<file path="src/rtl/sys_ctrl_pkg.sv">
// Shared definitions for the system-control TX path: FSM encodings and widths.
// SYS_CTRL_TX_ALU16_EN enables the ALU high-byte states.
package sys_ctrl_pkg;

    localparam int DATA_WIDTH_DEF = 8;
    localparam int ST_W           = 3;

    typedef logic [ST_W-1:0] state_t;

    localparam state_t ST_IDLE    = 3'd0;
    localparam state_t ST_RD_SEND = 3'd1;
    localparam state_t ST_RD_WAIT = 3'd2;
    localparam state_t ST_LO_SEND = 3'd3;
    localparam state_t ST_LO_WAIT = 3'd4;
`ifdef SYS_CTRL_TX_ALU16_EN
    localparam state_t ST_HI_SEND = 3'd5;
    localparam state_t ST_HI_WAIT = 3'd6;
`endif

    function automatic logic is_send(input state_t s);
        logic r;
        r = (s == ST_RD_SEND) || (s == ST_LO_SEND);
`ifdef SYS_CTRL_TX_ALU16_EN
        r = r || (s == ST_HI_SEND);
`endif
        return r;
    endfunction

endpackage

</file>
<file path="src/rtl/sys_ctrl_tx_slot.sv">
// One-deep holding slot: captures on a valid pulse, drops and flags when full.
// A capture on the same cycle as a free is accepted without overflow.
module sys_ctrl_tx_slot #(
    parameter int W = 8
) (
    input  logic         clk,
    input  logic         rst,
    input  logic         cap,
    input  logic         free,
    input  logic [W-1:0] din,
    output logic [W-1:0] dout,
    output logic         full,
    output logic         ovf
);

    logic [W-1:0] data_q, data_d;
    logic         full_q, full_d;

    always_comb begin
        data_d = data_q;
        full_d = full_q;
        ovf    = 1'b0;
        if (free) begin
            full_d = 1'b0;
        end
        if (cap) begin
            if (!full_q || free) begin
                data_d = din;
                full_d = 1'b1;
            end else begin
                ovf = 1'b1;
            end
        end
    end

    always_ff @(posedge clk or negedge rst) begin
        if (!rst) begin
            data_q <= '0;
            full_q <= 1'b0;
        end else begin
            data_q <= data_d;
            full_q <= full_d;
        end
    end

    assign dout = data_q;
    assign full = full_q;

endmodule

</file>
<file path="src/rtl/sys_ctrl_tx.sv">
// Arbitrates register-file reads and ALU results onto the UART TX byte link.
// Define SYS_CTRL_TX_ALU16_EN to send the ALU high byte after the low byte.
module sys_ctrl_tx
    import sys_ctrl_pkg::*;
#(
    parameter int DATA_WIDTH = DATA_WIDTH_DEF
) (
    input  logic                    clk,
    input  logic                    rst,
    input  logic [2*DATA_WIDTH-1:0] ALU_OUT,
    input  logic                    OUT_Valid,
    input  logic [DATA_WIDTH-1:0]   RdData,
    input  logic                    RdData_Valid,
    input  logic                    TX_Busy,
    output logic [DATA_WIDTH-1:0]   TX_P_Data,
    output logic                    TX_D_VLD,
    output logic                    Ovf
);

    state_t state_q, state_d;

    logic [DATA_WIDTH-1:0]   tx_data_q, tx_data_d;
    logic                    tx_vld_q, tx_vld_d;
    logic                    ovf_q, ovf_d;

    logic [DATA_WIDTH-1:0]   rd_data;
    logic [2*DATA_WIDTH-1:0] alu_data;
    logic                    rd_full, alu_full;
    logic                    rd_free, alu_free;
    logic                    rd_ovf, alu_ovf;

    sys_ctrl_tx_slot #(.W(DATA_WIDTH)) u_rd_slot (
        .clk  (clk),
        .rst  (rst),
        .cap  (RdData_Valid),
        .free (rd_free),
        .din  (RdData),
        .dout (rd_data),
        .full (rd_full),
        .ovf  (rd_ovf)
    );

    sys_ctrl_tx_slot #(.W(2*DATA_WIDTH)) u_alu_slot (
        .clk  (clk),
        .rst  (rst),
        .cap  (OUT_Valid),
        .free (alu_free),
        .din  (ALU_OUT),
        .dout (alu_data),
        .full (alu_full),
        .ovf  (alu_ovf)
    );

    // A slot is released as its last byte is accepted by the UART.
    assign rd_free = (state_q == ST_RD_SEND) && TX_Busy;
`ifdef SYS_CTRL_TX_ALU16_EN
    assign alu_free = (state_q == ST_HI_SEND) && TX_Busy;
`else
    assign alu_free = (state_q == ST_LO_SEND) && TX_Busy;
    logic alu_hi_unused;
    assign alu_hi_unused = ^alu_data[2*DATA_WIDTH-1:DATA_WIDTH];
`endif

    always_ff @(posedge clk or negedge rst) begin
        if (!rst) begin
            state_q   <= ST_IDLE;
            tx_data_q <= '0;
            tx_vld_q  <= 1'b0;
            ovf_q     <= 1'b0;
        end else begin
            state_q   <= state_d;
            tx_data_q <= tx_data_d;
            tx_vld_q  <= tx_vld_d;
            ovf_q     <= ovf_d;
        end
    end

    always_comb begin
        state_d = state_q;
        case (state_q)
            ST_IDLE: begin
                if (!TX_Busy) begin
                    if (rd_full) begin
                        state_d = ST_RD_SEND;
                    end else if (alu_full) begin
                        state_d = ST_LO_SEND;
                    end
                end
            end
            ST_RD_SEND: if (TX_Busy) state_d = ST_RD_WAIT;
            ST_RD_WAIT: if (!TX_Busy) state_d = ST_IDLE;
            ST_LO_SEND: if (TX_Busy) state_d = ST_LO_WAIT;
`ifdef SYS_CTRL_TX_ALU16_EN
            ST_LO_WAIT: if (!TX_Busy) state_d = ST_HI_SEND;
            ST_HI_SEND: if (TX_Busy) state_d = ST_HI_WAIT;
            ST_HI_WAIT: if (!TX_Busy) state_d = ST_IDLE;
`else
            ST_LO_WAIT: if (!TX_Busy) state_d = ST_IDLE;
`endif
            default: state_d = ST_IDLE;
        endcase
    end

    // Outputs are decoded from the next state so they register with it.
    always_comb begin
        tx_vld_d  = is_send(state_d);
        tx_data_d = tx_data_q;
        case (state_d)
            ST_RD_SEND: tx_data_d = rd_data;
            ST_LO_SEND: tx_data_d = alu_data[DATA_WIDTH-1:0];
`ifdef SYS_CTRL_TX_ALU16_EN
            ST_HI_SEND: tx_data_d = alu_data[2*DATA_WIDTH-1:DATA_WIDTH];
`endif
            default: tx_data_d = tx_data_q;
        endcase
        ovf_d = ovf_q | rd_ovf | alu_ovf;
    end

    assign TX_P_Data = tx_data_q;
    assign TX_D_VLD  = tx_vld_q;
    assign Ovf       = ovf_q;

endmodule

</file>
<file path="config.mk">
export PLATFORM = sky130hd
export DESIGN_NAME = sys_ctrl_tx
export DESIGN_NICKNAME = d
export VERILOG_FILES = /design/src/rtl/sys_ctrl_pkg.sv /design/src/rtl/sys_ctrl_tx_slot.sv /design/src/rtl/sys_ctrl_tx.sv
export SDC_FILE = /design/constraint.sdc
export NUM_CORES = 1
export LEC_CHECK = 0
export ABC_AREA = 1
export CAP_MARGIN = 5
export CORE_UTILIZATION = 46
export DETAILED_ROUTE_END_ITERATION = 16
export PLACE_DENSITY = 0.86
export SLEW_MARGIN = 20
export SYNTH_ARGS = -nofsm -noshare
export SYNTH_HDL_FRONTEND = slang
export SYNTH_SLANG_ARGS = --single-unit
</file>
<file path="constraint.sdc">
create_clock -name clk -period 1.58 [get_ports clk]
set_input_delay 0.316 -clock clk [delete_from_list [all_inputs] [get_ports clk]]
set_output_delay 0.316 -clock clk [all_outputs]
set_load 0.01 [all_outputs]
</file>
==> PnR_summary.wiki, run 1 <==
{| class="wikitable"
! Metric !! Value
|-
| Footprint of the multi-input gates || between 500 and 600 µm²
|-
| Top cells by area in the synthesized netlist || sky130_fd_sc_hd__dfrtp_1 (56%), sky130_fd_sc_hd__nand2_1 (22%), sky130_fd_sc_hd__nand3_1 (9.8%)
|-
| Fmax || between 600 and 700 MHz
|-
| Hpwl dp || between 2000 and 2500 µm
|-
| Largest family of logic cells by synthesized area || simple AND/OR/NAND/NOR gates
|-
| ANT nets after route || 0
|-
| Residual DRC || 0
|-
| Share of cell area taken by muxes after synthesis || 0%
|-
| Worst Path Required || 1260 ps
|-
| Area taken by flip-flops and latches || between 700 and 800 µm²
|-
| Number of filler cells placed in the layout || around 260
|-
| Sequential share of the synthesized area || between 50% and 60%
|-
| Critical Path, Cell by Cell || clkdlybuf4s50_1
|-
| Post-route standard cell area excluding fillers || approximately 1800 µm²
|-
| Number of antenna violations at the first check in global routing || 0
|-
| Share of async-settable or async-resettable flops after synthesis || between 90% and 100%
|-
| CTS root buffer || sky130_fd_sc_hd__clkbuf_4
|-
| Site row count || 19
|-
| Antenna cells || 0
|-
| Net count of the finished layout || around 240
|-
| Max IR drop VDD || roughly 0.00081 V
|-
| Wire length of the first global-routing pass || between 4000 and 5000 µm
|-
| WP data arrival || approximately 1200 ps
|-
| Worst slack on hold paths || ~370 ps
|-
| Max Fanout on Critical Path || 2
|-
| Library cells used by synthesis || 17
|-
| Number of global-route vias before repair || roughly 1100
|-
| CP bufs+invs || 1
|-
| Cell taking the most area after synthesis || sky130_fd_sc_hd__dfrtp_1
|-
| Vias || roughly 1200
|-
| Growth of design area from synthesis to finish || 33.0%
|-
| Simple-gate portion of the synthesized area || between 30% and 40%
|-
| Top-count cell post-synth || sky130_fd_sc_hd__nand2_1
|-
| Flip-flop cell with the highest count after synthesis || sky130_fd_sc_hd__dfrtp_1
|-
| Path class of the lowest-slack min-delay path || input pin to asynchronous set/reset pin
|-
| Deepest clock path buffer count || 2
|-
| RSZ-0062 raised after global routing || no
|-
| Area fraction in compound gates after synthesis || under 10%
|-
| First-pass iteration count of the detailed router || 5
|-
| Sum of overflow across all layers after global routing || 0
|-
| Min Clock Period, post-route || between 1500 and 2000 ps
|-
| Share of the synthesized netlist area taken by xor and xnor gates || 0%
|-
| Clock Latency Late Sink || approximately 330 ps
|-
| Number of synthesized flops with an enable pin || 0
|-
| Clock-pin slew on the worst setup and hold paths || 90 ps
|-
| Number of nets produced by synthesis || between 150 and 200
|-
| Critical path's slowest cell || sky130_fd_sc_hd__clkdlybuf4s50_1
|-
| Placed cell areas || around 1800 µm²
|-
| Global-route usage over all layers || between 20% and 30%
|-
| Setup repair bufs after CTS || 0
|-
| Sum of routed wire length over all layers || between 2000 and 3000 µm
|-
| Die H || between 50 and 60 µm
|-
| Share of post-route cells with drive strength above 1 || about 13%
|-
| Effective utilization at floorplan || 49.2%
|-
| Number of endpoints failing setup at the final stage || 0
|-
| Slowest cell delay on critical path || about 530 ps
|-
| Routed wire length per instance || roughly 12 µm
|-
| Run status || complete, no violations
|-
| Most frequent cells after synthesis || sky130_fd_sc_hd__nand2_1 (79), sky130_fd_sc_hd__dfrtp_1 (31), sky130_fd_sc_hd__nand3_1 (27)
|-
| Core area || roughly 2800 µm²
|-
| Startpoint type of the worst setup path || flip-flop
|-
| Final standard cell utilization of the core || 65.4%
|-
| Yosys warns || 0
|-
| Max Cap Viol || 0
|-
| Power density over the cells || around 1500 nW/µm²
|-
| Total number of clock tree sinks || 31
|-
| Total Power || roughly 2.8 mW
|-
| Period utilisation layout || ~97%
|-
| Kind of critical path || flip-flop to primary output
|-
| Number of buffer cells added on primary ports || 30
|-
| Via-per-instance ratio || around 5
|-
| Ports placed on the boundary || 39
|-
| Worst setup EP type || primary output
|-
| Cell leakage power || about 1 nW
|-
| Slew at the pin closest to its max-slew limit || between 300 and 400 ps
|-
| Flop and latch count out of synthesis || 31
|-
| Total clock buffers created by CTS || 5
|-
| Relative slew slack || 74.2%
|-
| DRC marker count from the first detailed-route iteration || 44
|-
| Floorplan die width || 56.8 µm
|-
| Pins over their slew limit || 0
|-
| Layout Skew || 6.97 ps
|-
| CTS H-tree lvls || 2
|-
| Post-synth top area share || between 50 and 60%
|-
| Routability-driven placement congestion ratio || 0.811
|-
| Post-Synthesis Mean Instance Area || between 8 and 9 µm²
|-
| Die area || approximately 3200 µm²
|-
| Maximum number of pins on one net before global-route repair || 32
|-
| CTS tree || built
|-
| Largest delay share family, worst path || buffers and inverters
|-
| Post-CTS Hold Fix Bufs || 0
|-
| Cell Area, Synth || roughly 1400 µm²
|-
| Number of hold-slack violations in the final timing report || 0
|-
| Area share of fa/ha/maj cells after synthesis || 0%
|-
| Mapped Cells || about 170
|}
-- layer usage --
metal / GRT usage, % / wire length, µm / vias to the layer above
met5: 0 / 0 / -
met4: 9.41 / 64 / 0
met3: 7.83 / 162 / 8
met2: 33.5 / 1280 / 36
met1: 25.9 / 1310 / 532
li1: - / - / 613
-- final timing paths --
path                                        start                  to  slack (ps)  cells past startpoint
worst min-delay path                          rst          state_q[0]         370                      2
worst max register to register         state_q[1]        TX_P_Data[7]         190                      6
worst min register to register  u_rd_slot.dout[1]   u_rd_slot.dout[1]         480                      2
max in group asynchronous                     rst  u_alu_slot.dout[0]         930                      2
min in group clk                u_rd_slot.dout[1]   u_rd_slot.dout[1]         480                      2
worst max-delay path                 TX_P_Data[6]        TX_P_Data[6]          50                      1
-- placed cells by master, fill, tap and decap left out --
cell type                          n
sky130_fd_sc_hd__a21oi_1           1
sky130_fd_sc_hd__a21oi_4           1
sky130_fd_sc_hd__a31oi_1           1
sky130_fd_sc_hd__buf_4            11
sky130_fd_sc_hd__clkbuf_1          1
sky130_fd_sc_hd__clkbuf_4          5
sky130_fd_sc_hd__clkdlybuf4s50_1  23
sky130_fd_sc_hd__dfrtp_1          31
sky130_fd_sc_hd__dlymetal6s2s_1    7
sky130_fd_sc_hd__inv_1             7
sky130_fd_sc_hd__inv_4             2
sky130_fd_sc_hd__nand2_1          79
sky130_fd_sc_hd__nand2_2           4
sky130_fd_sc_hd__nand3_1          27
sky130_fd_sc_hd__nor2_1            2
sky130_fd_sc_hd__nor2_2            3
sky130_fd_sc_hd__o211ai_1          1
sky130_fd_sc_hd__o211ai_2          1
sky130_fd_sc_hd__o221ai_1          1
-- area by class of cell --
type / count / area share (%)
Inverter: 9 / 2.11
Clock buffer: 6 / 2.25
Timing Repair Buffer: 41 / 21.8
Multi-Input combinational cell: 121 / 29.4
Sequential cell: 31 / 42.3
Tap cell: 31 / 2.11
-- kinds of logic after synthesis --
logic type | count (synthesis)
simple gates | 115
flops | 31
buf+inv | 13
compound gates | 6
-- registers in the layout (all words and copies together) (netlist names) --
| name | flops |
|---|---|
| Ovf | 1 |
| TX_D_VLD | 1 |
| u_rd_slot.dout | 8 |
| u_rd_slot.full | 1 |
| u_alu_slot.full | 1 |
| state_q | 3 |
| TX_P_Data | 8 |
| u_alu_slot.dout | 8 |
-- stage by stage --
step	setup TNS [ps]	cells	setup WS [ps]
floorplan	0	165	341
global placement	0	233	23.8
detailed placement	-25.3	233	-11.4
CTS	0	239	34.2
global route	0	239	2.49
finish	0	239	53.8
-- power by group --
part / total (mW) / switching (mW) / internal, mW / leakage (nW)
clock network: 0.402 / 0.244 / 0.158 / 0.0242
logic: 1.12 / 0.610 / 0.509 / 0.624
registers: 1.31 / 0.191 / 1.12 / 0.381
-- timing repair --
item,4_1_cts,5_1_grt
endpoints found under the setup margin,0,7
resized for setup,0,7
endpoints found under the hold margin,0,0
Note: power is estimated with default switching activity, not from simulation.
==> run 2, diff against run 1 <==
CORE_MARGIN = 8   (was not set)
==> PnR_summary.wiki, run 2 (synthesis gave the netlist of run 1 again) <==
{| class="wikitable"
! Metric !! Value
|-
| Worst Path Required || 1260 ps
|-
| Post-route standard cell area excluding fillers || around 1900 µm²
|-
| Number of hold-slack violations in the final timing report || 0
|-
| Period utilisation layout || 95.2%
|-
| WP data arrival || 1190 ps
|-
| Core area || just under 3000 µm²
|-
| CP bufs+invs || 1
|-
| Worst slack on hold paths || 369 ps
|-
| Site row count || 20
|-
| Min Clock Period, post-route || 1500 ps
|-
| DRC marker count from the first detailed-route iteration || between 60 and 70
|-
| Internal power || between 1.5 and 2 mW
|-
| Number of buffer cells added on primary ports || 30
|-
| Run status || complete, no violations
|-
| Number of filler cells placed in the layout || 275
|-
| Critical Path, Cell by Cell || clkdlybuf4s50_1
|-
| Area taken by flip-flops and latches || about 780 µm²
|-
| Number of global-route vias before repair || between 1000 and 1500
|-
| Die area || between 5000 and 6000 µm²
|-
| Total negative slack for setup checks || 0 ps
|-
| Critical path's slowest cell || sky130_fd_sc_hd__clkdlybuf4s50_1
|-
| Via-per-instance ratio || roughly 4.8
|-
| Path class of the lowest-slack min-delay path || input pin to asynchronous set/reset pin
|-
| Most frequent standard cell in the layout excluding fill and tap cells || sky130_fd_sc_hd__nand2_1
|-
| Part of the power in the clock network || 17.5%
|-
| Global-route usage over all layers || around an eighth
|-
| Floorplan die width || 70.8 µm
|-
| Kind of critical path || flip-flop to primary output
|-
| Vias || 1175
|-
| Fmax || ~660 MHz
|-
| Largest delay share family, worst path || buffers and inverters
|-
| Sw Pwr || 1.07 mW
|-
| Sum of overflow across all layers after global routing || 0
|-
| Routed wire length per instance || about 12 µm
|-
| Net count of the finished layout || between 200 and 250
|-
| Clock-pin slew on the worst setup and hold paths || 90 ps
|-
| Total clock buffers created by CTS || 5
|-
| Sequential Power Share || 44.0%
|-
| Footprint of the multi-input gates || 539 µm²
|-
| Total number of clock tree sinks || 31
|-
| Cell leakage power || roughly 1.1 nW
|-
| Clock Latency Late Sink || ~330 ps
|-
| Hpwl dp || between 2000 and 2500 µm
|-
| Slew at the pin closest to its max-slew limit || ~380 ps
|-
| Power share of the combinational group || approximately 39%
|-
| Number of antenna violations at the first check in global routing || 0
|-
| Relative slew slack || 74.7%
|-
| Startpoint type of the worst setup path || flip-flop
|-
| Total Power || ~3 mW
|-
| Max IR drop VDD || between 0.0006 and 0.0007 V
|-
| Highest-count cells in the layout ignoring fill and taps || sky130_fd_sc_hd__nand2_1 (79), sky130_fd_sc_hd__dfrtp_1 (31), sky130_fd_sc_hd__nand3_1 (27)
|-
| Deepest clock path buffer count || 2
|-
| Growth of design area from synthesis to finish || 37.0%
|-
| Sum of routed wire length over all layers || slightly below 3000 µm
|-
| Switching share of power || between 30% and 40%
|-
| CTS tree || built
|-
| Die H || ~71 µm
|-
| RSZ-0062 raised after global routing || no
|-
| Ports placed on the boundary || 39
|-
| Slowest cell delay on critical path || approximately 530 ps
|-
| Worst setup EP type || primary output
|-
| Routability-driven placement congestion ratio || 0.828
|-
| Layout Skew || roughly 5.5 ps
|-
| Number of endpoints failing setup at the final stage || 0
|-
| Wire length of the first global-routing pass || around 5000 µm
|-
| Share of post-route cells with drive strength above 1 || between 10 and 15%
|-
| Max Cap Viol || 0
|-
| Max Fanout on Critical Path || 1
|-
| Placed cell areas || roughly 1800 µm²
|-
| Post-CTS Hold Fix Bufs || 0
|-
| Pins over their slew limit || 0
|-
| Final standard cell utilization of the core || a little under two thirds
|-
| Power density over the cells || ~1600 nW/µm²
|-
| Antenna cells || 0
|-
| CTS H-tree lvls || 2
|-
| Maximum number of pins on one net before global-route repair || 32
|-
| Residual DRC || 0
|-
| Effective utilization at floorplan || a little under half
|-
| First-pass iteration count of the detailed router || 4
|-
| ANT nets after route || 0
|-
| CTS root buffer || sky130_fd_sc_hd__clkbuf_4
|}
==> run 2: cell types whose count changed in the layout (fill, tap and decap cells not counted), sizes merged <==
cell,previous run,this run
clkdlybuf4s50,23,21
clkbuf,6,8
buf,11,12
dlymetal6s2s,7,9
==> run 2: layer usage <==
layer	vias up	global-route usage, %	routed length, µm
met5	-	0	0
met3	6	5.93	223
li1	616	-	-
met1	518	13.8	1320
met4	0	4.85	42
met2	35	20.1	1340
==> run 2: path summary, 6_finish.rpt <==
path | to | from | cells past startpoint | slack (ps)
worst max register to register | TX_P_Data[0] | state_q[1] | 8 | 200
worst max-delay path | TX_D_VLD | TX_D_VLD | 1 | 80
worst min register to register | TX_P_Data[0] | TX_P_Data[0] | 2 | 480
max in group asynchronous | u_rd_slot.dout[5] | rst | 2 | 930
min in group clk | TX_P_Data[0] | TX_P_Data[0] | 2 | 480
worst min-delay path | state_q[0] | rst | 2 | 370
==> run 2: power by group through the flow <==
stage,registers (mW),clock network [mW],logic (mW)
finish,1.31,0.524,1.15
floorplan,1.34,0,0.650
CTS,1.32,0.530,1.18
global placement,1.31,0,1.14
detailed placement,1.33,0,1.18
global route,1.35,0.570,1.29
==> run 2: what timing repair did <==
item	in CTS	in global routing
setup endpoints to repair	0	9
endpoints found under the hold margin	0	0
setup buffers	0	0
resized for setup	0	9
==> run 2: layout make-up <==
type / count / share of cell area, %
repair buffers: 42 / 22.5
well taps: 33 / 2.19
multi-input cells: 121 / 28.5
flip-flops and latches: 31 / 41.1
clock buffers: 8 / 3.64
inverters: 9 / 2.05
==> run 2: stage by stage <==
step           cells  setup slack [ps]
2_1_floorplan    165               341
3_3_place_gp     236              20.4
3_5_place_dp     236              16.1
4_1_cts          244              10.5
5_1_grt          244              23.9
6_report         244              75.5
